--- config.mk ---
export PLATFORM = sky130hd
export DESIGN_NAME = coprocessor0_regfile
export DESIGN_NICKNAME = d
export VERILOG_FILES = /design/src/rtl/coprocessor0_regfile_pkg.sv /design/src/rtl/coprocessor0_regfile_timer.sv /design/src/rtl/coprocessor0_regfile.sv
export SDC_FILE = /design/constraint.sdc
export NUM_CORES = 1
export LEC_CHECK = 0
export CORE_UTILIZATION = 40
export CTS_CLUSTER_DIAMETER = 150
export CTS_CLUSTER_SIZE = 30
export DETAILED_ROUTE_END_ITERATION = 6
export PLACE_DENSITY = 0.81
export SYNTH_ARGS = -nofsm -noshare
export SYNTH_HDL_FRONTEND = slang
export SYNTH_SLANG_ARGS = --single-unit
--- constraint.sdc ---
create_clock -name clock -period 2.4 [get_ports clock]
set_clock_uncertainty 0.1 [all_clocks]
set_input_delay 0.36 -clock clock [delete_from_list [all_inputs] [get_ports clock]]
set_output_delay 0.36 -clock clock [all_outputs]
set_load 0.02 [all_outputs]
--- src/rtl/coprocessor0_regfile_pkg.sv ---
// -----------------------------------------------------------------------------
// coprocessor0_params
// Shared definitions for the CP0 register file:
//   - register address/select constants for the implemented registers
//   - exception code enumeration
//   - writable-field masks for Status and Cause
//   - default exception vector
//   - request record from write-back and the Status/Cause field layouts
// Optional feature macro used by the register file: CP0_TIMER_EN.
// -----------------------------------------------------------------------------
package coprocessor0_params;

    localparam logic [4:0] CP0_REG_BADVADDR = 5'd8;
    localparam logic [4:0] CP0_REG_COUNT    = 5'd9;
    localparam logic [4:0] CP0_REG_COMPARE  = 5'd11;
    localparam logic [4:0] CP0_REG_STATUS   = 5'd12;
    localparam logic [4:0] CP0_REG_CAUSE    = 5'd13;
    localparam logic [4:0] CP0_REG_EPC      = 5'd14;
    localparam logic [2:0] CP0_SEL_DEFAULT  = 3'd0;

    // Software-writable bits: Status IM[15:8], EXL[1], IE[0]; Cause IP[9:8].
    localparam logic [31:0] STATUS_WRITE_MASK  = 32'h0000_FF03;
    localparam logic [31:0] CAUSE_WRITE_MASK   = 32'h0000_0300;
    localparam logic [31:0] EXC_VECTOR_DEFAULT = 32'hBFC0_0380;

    typedef enum logic [4:0] {
        EXC_INT  = 5'd0,
        EXC_ADEL = 5'd4,
        EXC_ADES = 5'd5,
        EXC_SYS  = 5'd8,
        EXC_BP   = 5'd9,
        EXC_RI   = 5'd10,
        EXC_OV   = 5'd12
    } exc_code_e;

    typedef struct packed {
        logic        write_enabled;
        logic [4:0]  address_register;
        logic [2:0]  address_select;
        logic [31:0] write_data;
        logic        exception_valid;
        logic [4:0]  exception_code;
        logic [31:0] exception_address;
        logic        in_delay_slot;
        logic        eret_flish;
    } WBToCP0Data;

    typedef struct packed {
        logic [8:0] rsvd_31_23;
        logic       bev;
        logic [5:0] rsvd_21_16;
        logic [7:0] im;
        logic [5:0] rsvd_7_2;
        logic       exl;
        logic       ie;
    } StatusData;

    typedef struct packed {
        logic        bd;
        logic        ti;
        logic [13:0] rsvd_29_16;
        logic [7:0]  ip;
        logic        rsvd_7;
        logic [4:0]  exc_code;
        logic [1:0]  rsvd_1_0;
    } CauseData;

    // Replace only the bits selected by mask, keep the rest of old_value.
    function automatic logic [31:0] merge_masked(input logic [31:0] old_value,
                                                 input logic [31:0] new_value,
                                                 input logic [31:0] mask);
        return (old_value & ~mask) | (new_value & mask);
    endfunction

endpackage

--- src/rtl/coprocessor0_regfile_timer.sv ---
// -----------------------------------------------------------------------------
// coprocessor0_timer
// Count/Compare timer with a clock divider and the timer interrupt flag.
// Only instantiated when CP0_TIMER_EN is defined.
// Ports:
//   clock, reset_n   clock / asynchronous active-low reset
//   count_we         committed MTC0 to Count this cycle
//   compare_we       committed MTC0 to Compare this cycle
//   write_data       MTC0 data
//   count, compare   current register values
//   timer_int        TI flag (set on Count==Compare, cleared by Compare write)
// -----------------------------------------------------------------------------
module coprocessor0_timer #(
    parameter int COUNT_DIVIDE = 2
) (
    input  logic        clock,
    input  logic        reset_n,
    input  logic        count_we,
    input  logic        compare_we,
    input  logic [31:0] write_data,
    output logic [31:0] count,
    output logic [31:0] compare,
    output logic        timer_int
);

    localparam logic [3:0] DIV_LAST = 4'(COUNT_DIVIDE - 1);

    logic [3:0]  div_q, div_d;
    logic [31:0] count_q, count_d;
    logic [31:0] compare_q, compare_d;
    logic        ti_q, ti_d;

    always_comb begin
        div_d     = div_q;
        count_d   = count_q;
        compare_d = compare_q;
        ti_d      = ti_q;

        // A software Count write restarts the divider phase as well.
        if (count_we) begin
            count_d = write_data;
            div_d   = 4'd0;
        end else if (div_q == DIV_LAST) begin
            div_d   = 4'd0;
            count_d = count_q + 32'd1;
        end else begin
            div_d   = div_q + 4'd1;
        end

        // Writing Compare acknowledges the timer and beats a same-cycle match.
        if (compare_we) begin
            compare_d = write_data;
            ti_d      = 1'b0;
        end else if (count_q == compare_q) begin
            ti_d      = 1'b1;
        end
    end

    always_ff @(posedge clock or negedge reset_n) begin
        if (!reset_n) begin
            div_q     <= 4'd0;
            count_q   <= 32'd0;
            compare_q <= 32'd0;
            ti_q      <= 1'b0;
        end else begin
            div_q     <= div_d;
            count_q   <= count_d;
            compare_q <= compare_d;
            ti_q      <= ti_d;
        end
    end

    assign count     = count_q;
    assign compare   = compare_q;
    assign timer_int = ti_q;

endmodule

--- src/rtl/coprocessor0_regfile.sv ---
// -----------------------------------------------------------------------------
// coprocessor0_regfile
// CP0 register file beside the write-back stage: Status, Cause, EPC, BadVAddr
// and (optionally) Count/Compare. Commits WB's exception / ERET / MTC0 requests
// with priority exception > ERET > MTC0, serves MFC0 reads combinationally,
// and raises interrupt_request for pending enabled interrupts.
// Optional feature macro: CP0_TIMER_EN (Count/Compare timer and Cause.TI).
// Ports:
//   clock, reset_n      clock / asynchronous active-low reset
//   wb_to_cp0           request record from WB
//   wb_bad_vaddr        faulting address, used for AdEL/AdES
//   hw_interrupt        level-sensitive external interrupt lines
//   read_data           MFC0 data for the addressed register
//   status, cause, epc  current register contents
//   exception_target    exception entry address
//   interrupt_request   registered pending-and-enabled interrupt
// -----------------------------------------------------------------------------
module coprocessor0_regfile
    import coprocessor0_params::*;
#(
    parameter int          HW_INT_COUNT = 6,
    parameter int          COUNT_DIVIDE = 2,
    parameter logic [31:0] EXC_VECTOR   = EXC_VECTOR_DEFAULT
) (
    input  logic                    clock,
    input  logic                    reset_n,
    input  WBToCP0Data              wb_to_cp0,
    input  logic [31:0]             wb_bad_vaddr,
    input  logic [HW_INT_COUNT-1:0] hw_interrupt,
    output logic [31:0]             read_data,
    output StatusData               status,
    output CauseData                cause,
    output logic [31:0]             epc,
    output logic [31:0]             exception_target,
    output logic                    interrupt_request
);

    if (HW_INT_COUNT < 1 || HW_INT_COUNT > 6) begin : g_bad_hw_int_count
        $error("HW_INT_COUNT must be in 1..6");
    end
    if (COUNT_DIVIDE < 1 || COUNT_DIVIDE > 16) begin : g_bad_count_divide
        $error("COUNT_DIVIDE must be in 1..16");
    end

    logic [7:0]  im_q, im_d;
    logic        exl_q, exl_d;
    logic        ie_q, ie_d;
    logic        bd_q, bd_d;
    logic [4:0]  exc_code_q, exc_code_d;
    logic [1:0]  ip_sw_q, ip_sw_d;
    logic [5:0]  hw_ip_q, hw_ip_d;
    logic [31:0] epc_q, epc_d;
    logic [31:0] bad_vaddr_q, bad_vaddr_d;
    logic        irq_q, irq_d;

    logic [5:0]  hw_ext;
    logic [7:0]  ip_value;
    logic        commit_write;
    logic [31:0] count_value;
    logic [31:0] compare_value;
    logic        timer_int;
    StatusData   status_wr;
    CauseData    cause_wr;

    // Zero-extend the configured interrupt lines onto the six IP[7:2] slots.
    genvar gi;
    for (gi = 0; gi < 6; gi++) begin : g_hw_map
        if (gi < HW_INT_COUNT) begin : g_used
            assign hw_ext[gi] = hw_interrupt[gi];
        end else begin : g_unused
            assign hw_ext[gi] = 1'b0;
        end
    end

    // An MTC0 only commits when no exception or ERET claims the cycle.
    assign commit_write = wb_to_cp0.write_enabled & ~wb_to_cp0.exception_valid
                        & ~wb_to_cp0.eret_flish
                        & (wb_to_cp0.address_select == CP0_SEL_DEFAULT);

`ifdef CP0_TIMER_EN
    coprocessor0_timer #(
        .COUNT_DIVIDE(COUNT_DIVIDE)
    ) u_timer (
        .clock     (clock),
        .reset_n   (reset_n),
        .count_we  (commit_write && wb_to_cp0.address_register == CP0_REG_COUNT),
        .compare_we(commit_write && wb_to_cp0.address_register == CP0_REG_COMPARE),
        .write_data(wb_to_cp0.write_data),
        .count     (count_value),
        .compare   (compare_value),
        .timer_int (timer_int)
    );
`else
    assign count_value   = 32'd0;
    assign compare_value = 32'd0;
    assign timer_int     = 1'b0;
`endif

    // IP[7] is shared between the top hardware line and the timer.
    assign ip_value = {hw_ip_q[5] | timer_int, hw_ip_q[4:0], ip_sw_q};

    assign status = StatusData'({9'd0, 1'b1, 6'd0, im_q, 6'd0, exl_q, ie_q});
    assign cause  = CauseData'({bd_q, timer_int, 14'd0, ip_value, 1'b0, exc_code_q, 2'b00});

    always_comb begin
        im_d        = im_q;
        exl_d       = exl_q;
        ie_d        = ie_q;
        bd_d        = bd_q;
        exc_code_d  = exc_code_q;
        ip_sw_d     = ip_sw_q;
        epc_d       = epc_q;
        bad_vaddr_d = bad_vaddr_q;
        hw_ip_d     = hw_ext;
        irq_d       = ie_q & ~exl_q & (|(ip_value & im_q));
        status_wr   = merge_masked(status, wb_to_cp0.write_data, STATUS_WRITE_MASK);
        cause_wr    = merge_masked(cause, wb_to_cp0.write_data, CAUSE_WRITE_MASK);

        if (wb_to_cp0.exception_valid) begin
            exl_d      = 1'b1;
            exc_code_d = wb_to_cp0.exception_code;
            // A nested exception must not lose the original return address.
            if (!exl_q) begin
                epc_d = wb_to_cp0.in_delay_slot ? wb_to_cp0.exception_address - 32'd4
                                                : wb_to_cp0.exception_address;
                bd_d  = wb_to_cp0.in_delay_slot;
            end
            if (wb_to_cp0.exception_code == EXC_ADEL || wb_to_cp0.exception_code == EXC_ADES) begin
                bad_vaddr_d = wb_bad_vaddr;
            end
        end else if (wb_to_cp0.eret_flish) begin
            exl_d = 1'b0;
        end else if (commit_write) begin
            case (wb_to_cp0.address_register)
                CP0_REG_STATUS: begin
                    im_d  = status_wr.im;
                    exl_d = status_wr.exl;
                    ie_d  = status_wr.ie;
                end
                CP0_REG_CAUSE: ip_sw_d = cause_wr.ip[1:0];
                CP0_REG_EPC:   epc_d   = wb_to_cp0.write_data;
                default: ;
            endcase
        end
    end

    always_ff @(posedge clock or negedge reset_n) begin
        if (!reset_n) begin
            im_q        <= 8'd0;
            exl_q       <= 1'b0;
            ie_q        <= 1'b0;
            bd_q        <= 1'b0;
            exc_code_q  <= 5'd0;
            ip_sw_q     <= 2'd0;
            hw_ip_q     <= 6'd0;
            epc_q       <= 32'd0;
            bad_vaddr_q <= 32'd0;
            irq_q       <= 1'b0;
        end else begin
            im_q        <= im_d;
            exl_q       <= exl_d;
            ie_q        <= ie_d;
            bd_q        <= bd_d;
            exc_code_q  <= exc_code_d;
            ip_sw_q     <= ip_sw_d;
            hw_ip_q     <= hw_ip_d;
            epc_q       <= epc_d;
            bad_vaddr_q <= bad_vaddr_d;
            irq_q       <= irq_d;
        end
    end

    // MFC0 path reflects register state only, never the in-flight write.
    always_comb begin
        read_data = 32'd0;
        if (wb_to_cp0.address_select == CP0_SEL_DEFAULT) begin
            case (wb_to_cp0.address_register)
                CP0_REG_BADVADDR: read_data = bad_vaddr_q;
                CP0_REG_COUNT:    read_data = count_value;
                CP0_REG_COMPARE:  read_data = compare_value;
                CP0_REG_STATUS:   read_data = status;
                CP0_REG_CAUSE:    read_data = cause;
                CP0_REG_EPC:      read_data = epc_q;
                default:          read_data = 32'd0;
            endcase
        end
    end

    assign epc               = epc_q;
    assign exception_target  = EXC_VECTOR;
    assign interrupt_request = irq_q;

endmodule

==> results of run 1 <==
==> power by group through the flow <==
stage / Combinational [mW] / Sequential (mW) / Clock [mW]
after floorplan: 0.542 / 2.04 / 0
after global placement: 1.20 / 1.95 / 0
after detailed placement: 1.23 / 1.97 / 0
after CTS: 1.25 / 1.94 / 1.36
after global routing: 1.33 / 1.97 / 1.41
final: 1.25 / 1.95 / 1.33
==> layout make-up <==
cell class	instances	area share
well taps	172	0.0256
repair buffers	292	0.337
multi-input cells	407	0.337
inverters	6	0.00268
flip-flops and latches	89	0.265
clock buffers	11	0.0289
clock inverters	5	0.00372
==> cells by family (layout without fill, tap and decap cells) <==
kind of cell | Yosys count | in the layout
AO/OA/AOI/OAI | 103 | 103
XOR/XNOR | 24 | 24
adder cells (fa/ha/maj) | 2 | 2
buffers and inverters | 111 | 314
flip-flops | 89 | 89
multiplexers | 67 | 67
other | 2 | 72
AND/OR/NAND/NOR | 139 | 139
==> registers in the layout, summed over array words and instances (netlist names) <==
| signal | count |
|---|---|
| bad_vaddr_q | 32 |
| exl_q | 1 |
| ip_sw_q | 2 |
| exc_code_q | 5 |
| interrupt_request | 1 |
| im_q | 8 |
| hw_ip_q | 6 |
| ie_q | 1 |
| bd_q | 1 |
| epc | 32 |
==> placed cells by master (no fill, tap or decap), drive strengths merged, types with 3 or more instances in the layout <==
cell type      synthesis  final
nand2b                 4      4
o31ai                  3      3
o211ai                 7      7
buf                   84    115
nand3b                 7      7
o21ai                 23     23
a21oi                 11     11
clkdlybuf4s15          0      4
o221ai                 6      6
clkdlybuf4s50          0    167
or3                    7      7
dlygate4sd2            0      3
nor3                   9      9
nand3                  6      6
nand2                 41     41
dfrtp                 89     89
mux2i                 18     18
nor2                  36     36
xor2                   3      3
a222oi                 8      8
or4                    3      3
inv                    6      6
a22oi                 34     34
clkinv                 0      4
clkbuf                21     11
nand4                  4      4
nor4b                  3      3
conb                   2     72
xnor2                 21     21
mux2                  49     49
nor4                  10     10
==> cell usage after synthesis, types with 6 or more instances <==
master / number
o221ai_1: 6
or3_1: 7
a22oi_1: 34
mux2i_1: 18
nor4_1: 9
nor2_1: 36
nand3b_1: 7
buf_4: 75
mux2_2: 48
clkbuf_1: 20
xnor2_1: 21
inv_1: 6
o211ai_1: 7
nor3_1: 9
o21ai_0: 20
a222oi_1: 8
nand3_1: 6
dfrtp_1: 89
a21oi_1: 11
nand2_1: 40
==> worst max-delay path by stage <==
stage / end / slack (ps)
after floorplan: read_data[10] / 180
after global placement: read_data[11] / -640
after detailed placement: read_data[11] / -690
after CTS: read_data[15] / 5
after global routing: read_data[14] / -30
final: read_data[14] / 20
==> per-layer routing <==
metal	up-vias	global-route usage
met2	297	0.469
met4	0	0.118
li1	2332	-
met5	-	0
met3	44	0.0523
met1	2482	0.316
==> metrics by stage <==
step,utilization,setup slack [ps]
finish,0.656,23.0
global route,0.656,-27.2
CTS,0.643,5.23
detailed placement,0.615,-694
global placement,0.615,-639
floorplan,-,176
==> timing repair <==
action | 4_1_cts | 5_1_grt
cloned | 2 | 0
buffers inserted | 2 | 4
hold buffers | 1 | 0
gates resized for setup | 185 | 45
hold endpoints to repair | 45 | 0
endpoints found under the setup margin | 64 | 53
pin swaps | 3 | 9
==> reports/results.ini, run 1 <==
[yosys]
yosys_most_used_dff = dfrtp_1
syn_inst = 537
post_synth_xor_area_fraction = 0.0392
cell_area_after_synthesis_um2 = 5360
post_synthesis_cell_type_count = 53
yosysSeqAreaShare = 0.415
synth-edff-count = 0
async_flop_share = 1.00
ys_top_cells_by_area = dfrtp_1 (42%), buf_4 (11%), mux2_2 (10%), a22oi_1 (4.8%), xnor2_1 (3.4%)
synth_fa_ha_area_frac = 0.00420
post_synth_mux_area_share = 0.137
synth_largest_type_area_fraction = 0.415
post-synth-top-area-cell = dfrtp_1
synth.avg_cell_area_um2 = 9.98
synth_compound_gate_area_share = 0.135
postSynthRegisterBits = 89
synth_top_family_by_area = multiplexers
synthSimpleGateAreaFrac = 0.133
synth_warnings = 0

[clock_network]
tritoncts = yes
max-clock-path-buffers = 2
clock_tree.htree_level_count = 3
worst_skew_pair.late_latency_ps = 340
cts_made_buffers = 9
clkSlewWorstSetupHoldPaths_ps = 60
cts.sink_count = 89
clk_tree_root_cell = clkbuf_16

[global_routing]
number_of_global_route_vias_before_repair = 5326
globalRoute.totalOverflow = 0
antenna_found_initial = 0
largest_net_degree_at_the_start_of_global_routing = 47
groute.usage.overall = 0.268
grt_pass1_wl_um = 28700

[worst_setup_path]
critical_path_cell_count = 6
timing.critical_path.to_type = primary output
crit_path_cell_chain = clkdlybuf4s15_1, or3_4, or3_4, bufbuf_16, a21oi_2, buf_6
worst_ep_required_time_ps = 1940
reg2reg_slack_ps = 740
top_fanout_value_on_the_critical_path = 8
startpoint = wb_to_cp0[72]
cpLargestDelayFamily = simple AND/OR/NAND/NOR gates
critical_path.slowest_cell = or3_4
cp-start-kind = primary input
arrival_ps = 1920
r2r-start = exl_q$_DFFE_PN0P_
worstRegToRegCells = 6
cp.buffers_inverters = 3
cp_slowest_stage_delay_ps = 420
worst_setup_path_category = in -> out
cp_common_cell = or3_4
critical_path.reg2reg.endpoint = epc[23]$_DFFE_PN0P_

[finish]
fillCellCount = 999
design.final.nets = 927
layout-drive-gt1-share = 0.275
syn_to_final_growth_pct = 56.9
multi_input_area_um2 = 2830
regArea_um2 = 2230
antenna-diode-count = 0
post-route-cell-area_um2 = 8410
fin_cells = 982

[floorplanning]
core_area_um2 = 12800
initial_core_utilization = 0.418
dieHeight_um = 118
pin_count = 282
die_area_um2 = 13900
chipWidth_um = 118
num_rows = 41

[routing]
avgViaCountPerCell = 5.25
drtAntennaViolNets = 0
m1WireLength_um = 7330
via_count = 5155
drt_drc_violations_left = 0
drtPass1Iterations = 7
met3_routed_wl_um = 1410
topRoutingLayerUsed = met4
wl_met2_um = 9580
average_wire_length_per_cell_after_detail_routing_um = 19.3
drtIter0Drc = 293
detail_route.wirelength_um = 18900

[hold_path]
min_delay_worst_endpoint = hw_ip_q[5]$_DFF_PN0_
worstHoldPathType = in -> reg
hold_path_depth = 1
worstHoldStart = hw_interrupt[5]

[sta]
tightest_hold_margin_ps = 355
worst-slew-pin-transition_ps = 648
final.setup.tns_ps = 0
final_min_period_over_clock_period = 0.990
final-max-slew-violation-count = 0
timing.final.crit_period_ps = 2380
relSlewSlack = 0.568
maximum_clock_frequency_mhz = 421
setup_viol_count_final = 0
timing.final.hold_violations = 0

[outcome]
outcome = complete, no violations

[power_and_ir_drop]
p_comb_frac = 0.277
power.switching_mw = 1.41
worst_ir_drop_vdd_uv = 304
power.share.clock = 0.293
share_seq_of_total_power = 0.430
p_per_area_nw_per_um2 = 539
cellInternalPower_mw = 3.12
cellLeakagePower_nw = 3.59
p_sw_frac = 0.311
design_power_total_mw = 4.53

[place]
dp_hpwl_um = 14000
dp_cells = 957
dpl_cell_area_um2 = 7880
gp_congestion = 0.887
numPortBuffers = 209

[run]
timing.max_cap.violations = 0

Power figures use the tool's default switching activity.
==> run 2: changes to the inputs <==
--- a/config.mk
+++ b/config.mk
@@ -5,6 +5,7 @@
 export SDC_FILE = /design/constraint.sdc
 export NUM_CORES = 1
 export LEC_CHECK = 0
+export CORE_MARGIN = 2
 export CORE_UTILIZATION = 40
 export CTS_CLUSTER_DIAMETER = 150
 export CTS_CLUSTER_SIZE = 30
==> run 2 against run 1 <==
- flip-flop and latch count stayed put
- non-clock buffer count is 1 lower
- via count down 1.1%
- cell count shrank 0.20%
- clock power barely moved
- register-to-register slack got worse by 60 ps
- total power shrank 0.13%
- clock-buffer cell count fell by 2
- critical endpoint is now read_data[20]
- largest power group unchanged
- highest routed layer unchanged
==> reports/results.ini, run 2 (synthesis gave the netlist of run 1 again) <==
[worst_setup_path]
crit_path_cell_chain = dlygate4sd2_1, maj3_2, or3_4, buf_12, nor2_1, buf_2
worst_ep_required_time_ps = 1940
r2r-start = exl_q$_DFFE_PN0P_
cp.buffers_inverters = 3
cp_slowest_stage_delay_ps = 490
top_fanout_value_on_the_critical_path = 8
timing.critical_path.to_type = primary output
critical_path_cell_count = 6
cp-start-kind = primary input
startpoint = wb_to_cp0[75]
arrival_ps = 1890
worstRegToRegCells = 4
cpLargestDelayFamily = buffers and inverters
critical_path.slowest_cell = or3_4
worst_setup_path_category = in -> out

[power_and_ir_drop]
power.switching_mw = 1.35
power.share.clock = 0.294
p_per_area_nw_per_um2 = 547
design_power_total_mw = 4.52
share_seq_of_total_power = 0.429
worst_ir_drop_vdd_uv = 337
cellInternalPower_mw = 3.17
cellLeakagePower_nw = 3.57
p_comb_frac = 0.277
p_sw_frac = 0.299

[routing]
via_count = 5099
drtIter0Drc = 329
average_wire_length_per_cell_after_detail_routing_um = 19.4
detail_route.wirelength_um = 19000
drtAntennaViolNets = 0
drtPass1Iterations = 6
drt_drc_violations_left = 0
avgViaCountPerCell = 5.20

[finish]
layout_commonest_cell = clkdlybuf4s50_1
design.final.nets = 926
antenna-diode-count = 0
syn_to_final_growth_pct = 54.3
regArea_um2 = 2230
fillCellCount = 1089
multi_input_area_um2 = 2770
layout-drive-gt1-share = 0.250
layout.cells.most_common_list = clkdlybuf4s50_1 (167), dfrtp_1 (89), buf_4 (89)

[sta]
worst-slew-pin-transition_ps = 588
timing.final.crit_period_ps = 2350
maximum_clock_frequency_mhz = 425
grt_setup_unrepaired = no
final_min_period_over_clock_period = 0.980
timing.final.hold_violations = 0
relSlewSlack = 0.608
setup_viol_count_final = 0
final-max-slew-violation-count = 0
final.setup.tns_ps = 0

[clock_network]
clkSlewWorstSetupHoldPaths_ps = 60
worst_skew_pair.late_latency_ps = 340
cts_made_buffers = 9
max-clock-path-buffers = 2
tritoncts = yes
clk_tree_root_cell = clkbuf_16
clock_tree.htree_level_count = 3
cts.sink_count = 89

[place]
numPortBuffers = 209
dp_hpwl_um = 14100
gp_congestion = 0.860

[global_routing]
number_of_global_route_vias_before_repair = 5079
antenna_found_initial = 0
groute.usage.overall = 0.259
globalRoute.totalOverflow = 0
largest_net_degree_at_the_start_of_global_routing = 50
grt_pass1_wl_um = 28300

[hold_path]
hold_path_depth = 1
worstHoldStart = hw_interrupt[2]
worstHoldPathType = in -> reg

[floorplanning]
initial_core_utilization = 0.406
core_area_um2 = 13200
num_rows = 42
pin_count = 282
die_area_um2 = 14300
chipWidth_um = 120
dieHeight_um = 120

[run]
timing.max_cap.violations = 0

[outcome]
outcome = complete, no violations

==> run 2: changes by cell type in the layout (fill, tap and decap cells not counted), sizes merged <==
cell / previous run / this run
bufinv: 0 / 1
clkdlybuf4s15: 4 / 1
clkbuf: 11 / 13
clkinv: 4 / 1
buf: 115 / 112
bufbuf: 1 / 0
clkinvlp: 1 / 0
dlygate4sd2: 3 / 4
dlymetal6s2s: 1 / 2
==> run 2: repair_timing <==
action	4_1_cts	5_1_grt
pin swaps	6	8
gates cloned	2	3
buffers inserted	1	5
endpoints found under the hold margin	40	0
endpoints found under the setup margin	63	45
hold buffers	1	0
resized for setup	171	20
==> run 2: power by group through the flow <==
stage	registers [mW]	clock network [mW]	logic, mW
6_report	1.94	1.33	1.25
2_1_floorplan	2.04	0	0.542
4_1_cts	1.94	1.36	1.24
3_3_place_gp	1.94	0	1.20
3_5_place_dp	1.96	0	1.23
5_1_grt	1.97	1.42	1.34
==> run 2: final timing paths <==
kind / slack [ps] / endpoint
max: 50 / read_data[20]
min: 350 / hw_ip_q[2]$_DFF_PN0_
max reg2reg: 680 / epc[14]$_DFFE_PN0P_
min reg2reg: 410 / bad_vaddr_q[16]$_DFFE_PN0P_
max in group asynchronous: 1070 / bad_vaddr_q[17]$_DFFE_PN0P_
min in group asynchronous: 460 / exc_code_q[0]$_DFFE_PN0P_
==> run 2: cell type report <==
type | count | share of cell area
tap | 176 | 0.0266
clock inverter | 2 | 0.00424
timing repair buffer | 291 | 0.335
clock buffer | 9 | 0.0272
multi-input combinational | 407 | 0.335
inverter | 6 | 0.00272
sequential | 89 | 0.269
==> run 2: metrics by stage <==
| step | std cells | hold slack [ps] | instance area (µm²) | utilization | setup slack (ps) |
|---|---|---|---|---|---|
| floorplan | 607 | -35.6 | 5620 | - | 176 |
| finish | 980 | 355 | 8270 | 0.627 | 47.5 |
| global route | 980 | 345 | 8270 | 0.627 | 28.1 |
| detailed placement | 958 | 284 | 7850 | 0.595 | -697 |
| global placement | 958 | 278 | 7850 | 0.595 | -634 |
| CTS | 972 | 345 | 8120 | 0.615 | 1.48 |
==> run 2: layer usage <==
metal	global-route usage	wire length, µm	vias to the layer above
met3	0.0480	1220	36
li1	-	-	2328
met2	0.443	9520	248
met4	0.101	469	0
met5	0	0	-
met1	0.323	7790	2487
==> run 3: changes to the inputs <==
--- a/config.mk
+++ b/config.mk
@@ -5,6 +5,7 @@
 export SDC_FILE = /design/constraint.sdc
 export NUM_CORES = 1
 export LEC_CHECK = 0
+export CAP_MARGIN = 10
 export CORE_MARGIN = 2
 export CORE_UTILIZATION = 40
 export CTS_CLUSTER_DIAMETER = 150
==> results of run 3 <==
The final DEF is identical to that of run 2; final timing and power are the same.
